File: src/rtl/rom_fetch_arbiter_if.sv
// rom_fetch_arbiter_if
//   Bundles the requester handshakes, the tagged read-return path and the
//   program ROM port of rom_fetch_arbiter.
//   slave  : the arbiter side (samples requests and rom_q, drives grants,
//            read tags, rd_data and rom_address).
//   master : the environment side (requesters plus the ROM itself).
//   Signals:
//     r0_req/r0_addr, r1_req/r1_addr   burst requests and line addresses
//     r0_gnt/r1_gnt                    grant pulse, first issue cycle
//     r0_valid/r1_valid                rd_data belongs to this requester
//     r0_done/r1_done                  last word of the burst
//     rd_offset                        word offset of rd_data within its line
//     rd_data                          returned ROM word
//     rom_address                      ROM address (registered by the ROM)
//     rom_q                            ROM read data, one cycle after address
interface rom_fetch_arbiter_if #(
    parameter int ADDR_W    = 8,
    parameter int DATA_W    = 8,
    parameter int BURST_LEN = 8
);
    localparam int OFF_W = $clog2(BURST_LEN);

    logic              r0_req;
    logic [ADDR_W-1:0] r0_addr;
    logic              r1_req;
    logic [ADDR_W-1:0] r1_addr;
    logic              r0_gnt;
    logic              r1_gnt;
    logic              r0_valid;
    logic              r1_valid;
    logic              r0_done;
    logic              r1_done;
    logic [OFF_W-1:0]  rd_offset;
    logic [DATA_W-1:0] rd_data;
    logic [ADDR_W-1:0] rom_address;
    logic [DATA_W-1:0] rom_q;

    modport slave (
        input  r0_req, r0_addr, r1_req, r1_addr, rom_q,
        output r0_gnt, r1_gnt, r0_valid, r1_valid, r0_done, r1_done,
               rd_offset, rd_data, rom_address
    );

    modport master (
        output r0_req, r0_addr, r1_req, r1_addr, rom_q,
        input  r0_gnt, r1_gnt, r0_valid, r1_valid, r0_done, r1_done,
               rd_offset, rd_data, rom_address
    );
endinterface

File: src/rtl/rom_fetch_arbiter.sv
// rom_fetch_arbiter
//   Shares the single synchronous program ROM port between the instruction
//   cache refill (requester 0) and the data/table reader (requester 1).
//   Whole line bursts of BURST_LEN words are granted; bursts run back to
//   back, and ties alternate so neither side starves.
//   Ports:
//     clk           single rising-edge clock
//     sync_reset_n  synchronous active-low reset
//     bus           rom_fetch_arbiter_if.slave: requests, grants, tagged
//                   read return and the ROM address/data port
module rom_fetch_arbiter #(
    parameter int ADDR_W    = 8,
    parameter int DATA_W    = 8,
    parameter int BURST_LEN = 8
) (
    input logic                clk,
    input logic                sync_reset_n,
    rom_fetch_arbiter_if.slave bus
);
    localparam int OFF_W = $clog2(BURST_LEN);
    localparam int TAG_W = ADDR_W - OFF_W;
    localparam logic [OFF_W-1:0] LAST_OFF = OFF_W'(BURST_LEN - 1);

    typedef enum logic {
        IDLE,
        BURST
    } state_t;

    state_t            state_q, state_d;
    logic [OFF_W-1:0]  cnt_q, cnt_d;
    logic [TAG_W-1:0]  tag_q, tag_d;
    logic              owner_q, owner_d;
    logic              last_owner_q, last_owner_d;
    logic [ADDR_W-1:0] last_addr_q;

    // Read pipeline: what was issued last cycle is what rom_q carries now.
    logic              iss_v;
    logic              iss_owner;
    logic [OFF_W-1:0]  iss_off;

    logic              arb_point;
    logic              pick;
    logic [ADDR_W-1:0] issue_addr;
    logic              unused_line_offsets;

    // The line offset is the counter itself, so an issue can never carry
    // into the tag and a burst stays inside its line.
    assign issue_addr = {tag_q, cnt_q};

    // Requesters present line addresses; the word bits are don't-care.
    assign unused_line_offsets = ^{bus.r0_addr[OFF_W-1:0], bus.r1_addr[OFF_W-1:0]};

    always_comb begin
        state_d      = state_q;
        cnt_d        = cnt_q;
        tag_d        = tag_q;
        owner_d      = owner_q;
        last_owner_d = last_owner_q;

        // Requests are only looked at when idle or on the last issue of a
        // burst, which lets the next burst start without a bubble.
        arb_point = (state_q == IDLE) || (cnt_q == LAST_OFF);

        if (bus.r0_req && bus.r1_req) begin
            pick = ~last_owner_q;
        end else begin
            pick = bus.r1_req;
        end

        if (state_q == BURST) begin
            cnt_d = cnt_q + OFF_W'(1);
        end

        if (arb_point) begin
            if (bus.r0_req || bus.r1_req) begin
                state_d      = BURST;
                cnt_d        = '0;
                owner_d      = pick;
                last_owner_d = pick;
                tag_d        = pick ? bus.r1_addr[ADDR_W-1:OFF_W]
                                    : bus.r0_addr[ADDR_W-1:OFF_W];
            end else begin
                state_d = IDLE;
            end
        end
    end

    always_ff @(posedge clk) begin
        if (!sync_reset_n) begin
            state_q      <= IDLE;
            cnt_q        <= '0;
            tag_q        <= '0;
            owner_q      <= 1'b0;
            last_owner_q <= 1'b1;
            last_addr_q  <= '0;
            iss_v        <= 1'b0;
            iss_owner    <= 1'b0;
            iss_off      <= '0;
        end else begin
            state_q      <= state_d;
            cnt_q        <= cnt_d;
            tag_q        <= tag_d;
            owner_q      <= owner_d;
            last_owner_q <= last_owner_d;
            if (state_q == BURST) begin
                last_addr_q <= issue_addr;
            end
            iss_v        <= (state_q == BURST);
            iss_owner    <= owner_q;
            iss_off      <= cnt_q;
        end
    end

    assign bus.r0_gnt      = (state_q == BURST) && (cnt_q == '0) && !owner_q;
    assign bus.r1_gnt      = (state_q == BURST) && (cnt_q == '0) &&  owner_q;
    assign bus.rom_address = (state_q == BURST) ? issue_addr : last_addr_q;

    assign bus.r0_valid  = iss_v && !iss_owner;
    assign bus.r1_valid  = iss_v &&  iss_owner;
    assign bus.r0_done   = bus.r0_valid && (iss_off == LAST_OFF);
    assign bus.r1_done   = bus.r1_valid && (iss_off == LAST_OFF);
    assign bus.rd_offset = iss_off;
    assign bus.rd_data   = bus.rom_q;
endmodule

File: src/flat_wrapper.sv
// flat-port wrapper written by rule: the top's interface ports become plain ports
module rom_fetch_arbiter_flat 
#(
    parameter int ADDR_W    = 8,
    parameter int DATA_W    = 8,
    parameter int BURST_LEN = 8
)
  (clk, sync_reset_n, bus_r0_req, bus_r0_addr, bus_r1_req, bus_r1_addr, bus_rom_q, bus_r0_gnt, bus_r1_gnt, bus_r0_valid, bus_r1_valid, bus_r0_done, bus_r1_done, bus_rd_offset, bus_rd_data, bus_rom_address);
  rom_fetch_arbiter_if #(.ADDR_W(ADDR_W), .DATA_W(DATA_W), .BURST_LEN(BURST_LEN)) bus_i ();
  input logic clk;
  input logic sync_reset_n;
  input wire logic [$bits(bus_i.r0_req)-1:0] bus_r0_req;
  input wire logic [$bits(bus_i.r0_addr)-1:0] bus_r0_addr;
  input wire logic [$bits(bus_i.r1_req)-1:0] bus_r1_req;
  input wire logic [$bits(bus_i.r1_addr)-1:0] bus_r1_addr;
  input wire logic [$bits(bus_i.rom_q)-1:0] bus_rom_q;
  output wire logic [$bits(bus_i.r0_gnt)-1:0] bus_r0_gnt;
  output wire logic [$bits(bus_i.r1_gnt)-1:0] bus_r1_gnt;
  output wire logic [$bits(bus_i.r0_valid)-1:0] bus_r0_valid;
  output wire logic [$bits(bus_i.r1_valid)-1:0] bus_r1_valid;
  output wire logic [$bits(bus_i.r0_done)-1:0] bus_r0_done;
  output wire logic [$bits(bus_i.r1_done)-1:0] bus_r1_done;
  output wire logic [$bits(bus_i.rd_offset)-1:0] bus_rd_offset;
  output wire logic [$bits(bus_i.rd_data)-1:0] bus_rd_data;
  output wire logic [$bits(bus_i.rom_address)-1:0] bus_rom_address;
  assign bus_i.r0_req = bus_r0_req;
  assign bus_i.r0_addr = bus_r0_addr;
  assign bus_i.r1_req = bus_r1_req;
  assign bus_i.r1_addr = bus_r1_addr;
  assign bus_i.rom_q = bus_rom_q;
  assign bus_r0_gnt = bus_i.r0_gnt;
  assign bus_r1_gnt = bus_i.r1_gnt;
  assign bus_r0_valid = bus_i.r0_valid;
  assign bus_r1_valid = bus_i.r1_valid;
  assign bus_r0_done = bus_i.r0_done;
  assign bus_r1_done = bus_i.r1_done;
  assign bus_rd_offset = bus_i.rd_offset;
  assign bus_rd_data = bus_i.rd_data;
  assign bus_rom_address = bus_i.rom_address;
  rom_fetch_arbiter #(.ADDR_W(ADDR_W), .DATA_W(DATA_W), .BURST_LEN(BURST_LEN)) u_core (.clk(clk), .sync_reset_n(sync_reset_n), .bus(bus_i));
endmodule
File: config.mk
export PLATFORM = sky130hd
export DESIGN_NAME = rom_fetch_arbiter_flat
export DESIGN_NICKNAME = d
export VERILOG_FILES = /design/src/rtl/rom_fetch_arbiter_if.sv /design/src/rtl/rom_fetch_arbiter.sv /design/src/flat_wrapper.sv
export SDC_FILE = /design/constraint.sdc
export NUM_CORES = 1
export LEC_CHECK = 0
export ABC_AREA = 0
export CORE_MARGIN = 4
export CORE_UTILIZATION = 37
export CTS_BUF_LIST = sky130_fd_sc_hd__clkbuf_2
export DETAILED_ROUTE_END_ITERATION = 10
export HOLD_SLACK_MARGIN = 0.12
export PLACE_DENSITY = 0.78
export SLEW_MARGIN = 20
export SYNTH_ARGS = -nofsm -noshare
export SYNTH_HDL_FRONTEND = slang
export SYNTH_SLANG_ARGS = --single-unit
File: constraint.sdc
create_clock -name clk -period 1.29 [get_ports clk]
set_input_delay 0.258 -clock clk [delete_from_list [all_inputs] [get_ports clk]]
set_output_delay 0.258 -clock clk [all_outputs]
set_load 0.02 [all_outputs]
==> results.txt <==
The via count of the first global-routing pass came out at 938. Summing all placed instances gives a cell area of 0.00146 sq mm. The share of the core filled with cells in the final layout is 63.2%.

The share of the clock period used by the worst path is 124%. The global placer's final weighted congestion is 0.778. Entering global routing, the biggest net connects 14 pins. The final total negative setup slack came out at -3100 ps.

The leakage component of the power came out at 0.714 nW. The setup path with the least slack is of type flop to output pin. The worst hold-check slack is 516 ps.

In this run, the combinational gates consume 25.9% of the power. The category of cells accounting for the largest share of critical-path delay is flip-flops. The maximum vdd ir drop is 0.000772 V. Once routing completed, OpenROAD measured the worst setup slack at -310 ps. Counting every instance in the synthesized netlist gives 106. The number of detailed-route iterations in the first pass is 3.

The pre-CTS setup slack is -342 ps. The first global-routing pass estimated 4150 um of wire. At the pin with the least slew margin, the transition time is 415 ps. Sequential elements use 45.6% of the synthesized area. Tracing the worst setup path back leads to its startpoint at u_core.state_q. The power per unit of standard cell area is 858 mW/mm^2. The count of cells in the finished layout, fillers not included, comes to 178. Setup repair after global routing could not meet its margin everywhere. The CTS H-tree depth came out at 1. Traced cell by cell, the critical path runs through buf_8 -> mux2_4 -> buf_6. The initial antenna violation count was 0. The mean instance size in the synthesized netlist is 9.95 sq um.

Using the TritonRoute via totals, the vias-per-cell ratio works out to 4.93. The via count of the routed design is 878. The post-route standard cell area excluding fillers came out at 0.00173 sq mm. The number of buffers and inverters on the critical path came out at 2. The number of placed instances, taps included came out at 171. TritonCTS built the clock tree. After global routing the overflow that remains totals 0. The half-perimeter wire length after placement is 1840 um. For this design, the slowest cell found on the critical path is sky130_fd_sc_hd__dfxtp_2.

The floorplan has 19 rows. The critical path startpoint category is a flop. The internal power of the cells totals 1.06 mW. The count of synthesis-stage warnings from yosys is 0. The number of slew-limit violations in the final report came out at 0.

The clock slew at the register clock pins of the worst setup and hold paths came out at 210 ps. The worst hold path belongs to the class input port to output pin. The clock arrives with 7.29 ps of skew. Measured along the y axis, the die boundary spans 61.4 um. Counting flops with an async set or reset pin after synthesis yields a share of 0%. Once the floorplan was initialized, standard cells occupied 38.6% of the core. The power consumption is 1.48 mW. Relative to the synthesized area, the layout overhead comes to 63.8%. The number of synthesized flops with an enable pin is 0. The post-synthesis instance area is 0.00105 sq mm. The power spent charging and discharging nets came out at 0.423 mW. The layout net count came out at 179. The switching portion of total power is 28.6%.

Along the worst path, the maximum fanout reaches 8. The die covers 0.00377 sq mm. During I/O placement, the number of pins put on the boundary was 53. The register share of total power came out at 54.4%.

The final hold violation count is 0. In the layout the commonest cells are sky130_fd_sc_hd__buf_6, sky130_fd_sc_hd__dfxtp_1, sky130_fd_sc_hd__buf_4. In the final layout, the share of cells above drive strength 1 is 59.9%. The total CTS buffers is 3. In the synthesized netlist the dominant register cell turns out to be sky130_fd_sc_hd__dfxtp_1. The buffer cell driving the clock tree root is sky130_fd_sc_hd__clkbuf_2.

The overall track demand over capacity in global routing is 15.1%. In the routed design, unresolved DRC markers number 0. Of the total power, the clock network draws 19.8%.

The initial DRC count is 11. In this run the most critical hold path is launched from bus_rom_q[2]. The run finished, with violations left. The final antenna-violating net count is 0. The number of diodes came out at 0. The arrival time at the worst endpoint is 1340 ps. The netlist uses 23 different library cells. Leaving out fill and tap cells, the most frequent cell in the layout is sky130_fd_sc_hd__buf_6. The aggregate routed wire length is 2550 um.

Headroom to the max-slew limit came out at 72.2%. The required time of the critical path is 1030 ps. The post-layout minimum cycle time is 1600 ps. The mean routed wirelength per cell is 14.3 um. The count of buffers inserted at the top-level ports is 30.

Based on the critical path, the design can be clocked at up to 0.625 GHz. The core area came out at 0.00273 sq mm. The floorplan die width came out at 61.4 um. The count of maximum capacitance violations came out at 0. The count of final setup violators came out at 17. The clock sink count is 24. STA classifies the critical path endpoint as an output pin. The synthesized design contains 24 register bits. The source-to-sink clock delay at the later pin of the worst-skew pair is 350 ps. The final reports fail on setup timing. The worst register-to-register path begins at u_core.cnt_q[1]. The stage delay of the slowest cell on the critical path is 400 ps. The post-synth net total came out at 137. The buffer levels on the longest clock path came out at 2. The count of hold buffers inserted by post-cts repair came out at 0.
-- routing by layer --
| layer | part of all wire, % | wire length, um | vias to the layer above | global-route usage, % |
|---|---|---|---|---|
| met1 | 38 | 970 | 411 | 17.1 |
| met4 | 3.1 | 80 | 0 | 9.70 |
| met3 | 6.5 | 166 | 9 | 2.73 |
| li1 | - | - | 434 | - |
| met2 | 52 | 1330 | 24 | 26.0 |
| met5 | 0 | 0 | - | 0 |
-- worst reg2reg max path, delay by kind of cell, from the launching register on --
family	cells	cell delay, ps
simple gates	2	240
compound gates	1	190
buf+inv	1	120
fa+ha+maj	2	320
flops	1	380
-- worst paths after layout --
| kind | endpoint | slack (ps) | cells after the start |
|---|---|---|---|
| max | bus_rom_address[4] | -310 | 3 |
| min | bus_rd_data[2] | 520 | 0 |
| max reg2reg | u_core.tag_q[2] | -10 | 6 |
| min reg2reg | u_core.tag_q[4] | 550 | 2 |
-- cell type report --
cell class              instances  area, sq um
clock buffers                   3         15.0
inverters                       4         15.0
fillers                       230         1010
multi-input cells              68          693
clock inverters                 1         3.75
well taps                      31         38.8
repair buffers                 47          464
flip-flops and latches         24          498
-- logic make-up after synthesis --
group / share of synthesized area (%)
muxes: 15.2
AOI/OAI and AO/OA: 10.6
xor gates and xnor gates: 0.831
buffers and inverters: 8.54
and+or+nand+nor: 15.8
adders and majority gates: 3.56
DFF: 45.6
-- Yosys cell counts, types with 2 or more instances --
master | number | area share [%]
sky130_fd_sc_hd__and2_1 | 11 | 6.5
sky130_fd_sc_hd__nor2_1 | 8 | 2.8
sky130_fd_sc_hd__buf_4 | 9 | 6.4
sky130_fd_sc_hd__inv_1 | 3 | 1.1
sky130_fd_sc_hd__nor2b_1 | 2 | 1.2
sky130_fd_sc_hd__nand2_1 | 3 | 1.1
sky130_fd_sc_hd__o21ai_0 | 3 | 1.4
sky130_fd_sc_hd__mux2_2 | 8 | 8.5
sky130_fd_sc_hd__nor3b_1 | 2 | 1.4
sky130_fd_sc_hd__a21oi_1 | 8 | 3.8
sky130_fd_sc_hd__clkbuf_1 | 2 | 0.71
sky130_fd_sc_hd__ha_1 | 3 | 3.6
sky130_fd_sc_hd__a211oi_1 | 5 | 3.6
sky130_fd_sc_hd__mux2i_1 | 7 | 6.6
sky130_fd_sc_hd__dfxtp_1 | 24 | 46
-- what timing repair did --
item | 4_1_cts | 5_1_grt
pin swaps | 7 | 5
setup endpoints to repair | 27 | 27
buffers inserted | 3 | 0
gates resized for setup | 131 | 30
cloned | 1 | 0
-- sequential cells by signal, summed over array words and instances, names as in the netlist --
| signal | count |
|---|---|
| u_core.owner_q | 1 |
| u_core.last_owner_q | 1 |
| u_core.state_q | 1 |
| u_core.cnt_q | 3 |
| u_core.tag_q | 5 |
| u_core.iss_v | 1 |
| u_core.iss_owner | 1 |
| u_core.last_addr_q | 8 |
| u_core.bus.rd_offset | 3 |
-- power by group through the flow --
stage | logic, mW | registers [mW] | clock network, mW
floorplan | 0.191 | 0.816 | 0
global placement | 0.290 | 0.813 | 0
detailed placement | 0.300 | 0.815 | 0
CTS | 0.365 | 0.807 | 0.293
global route | 0.412 | 0.811 | 0.328
finish | 0.383 | 0.806 | 0.293
Power figures use the tool's default switching activity.
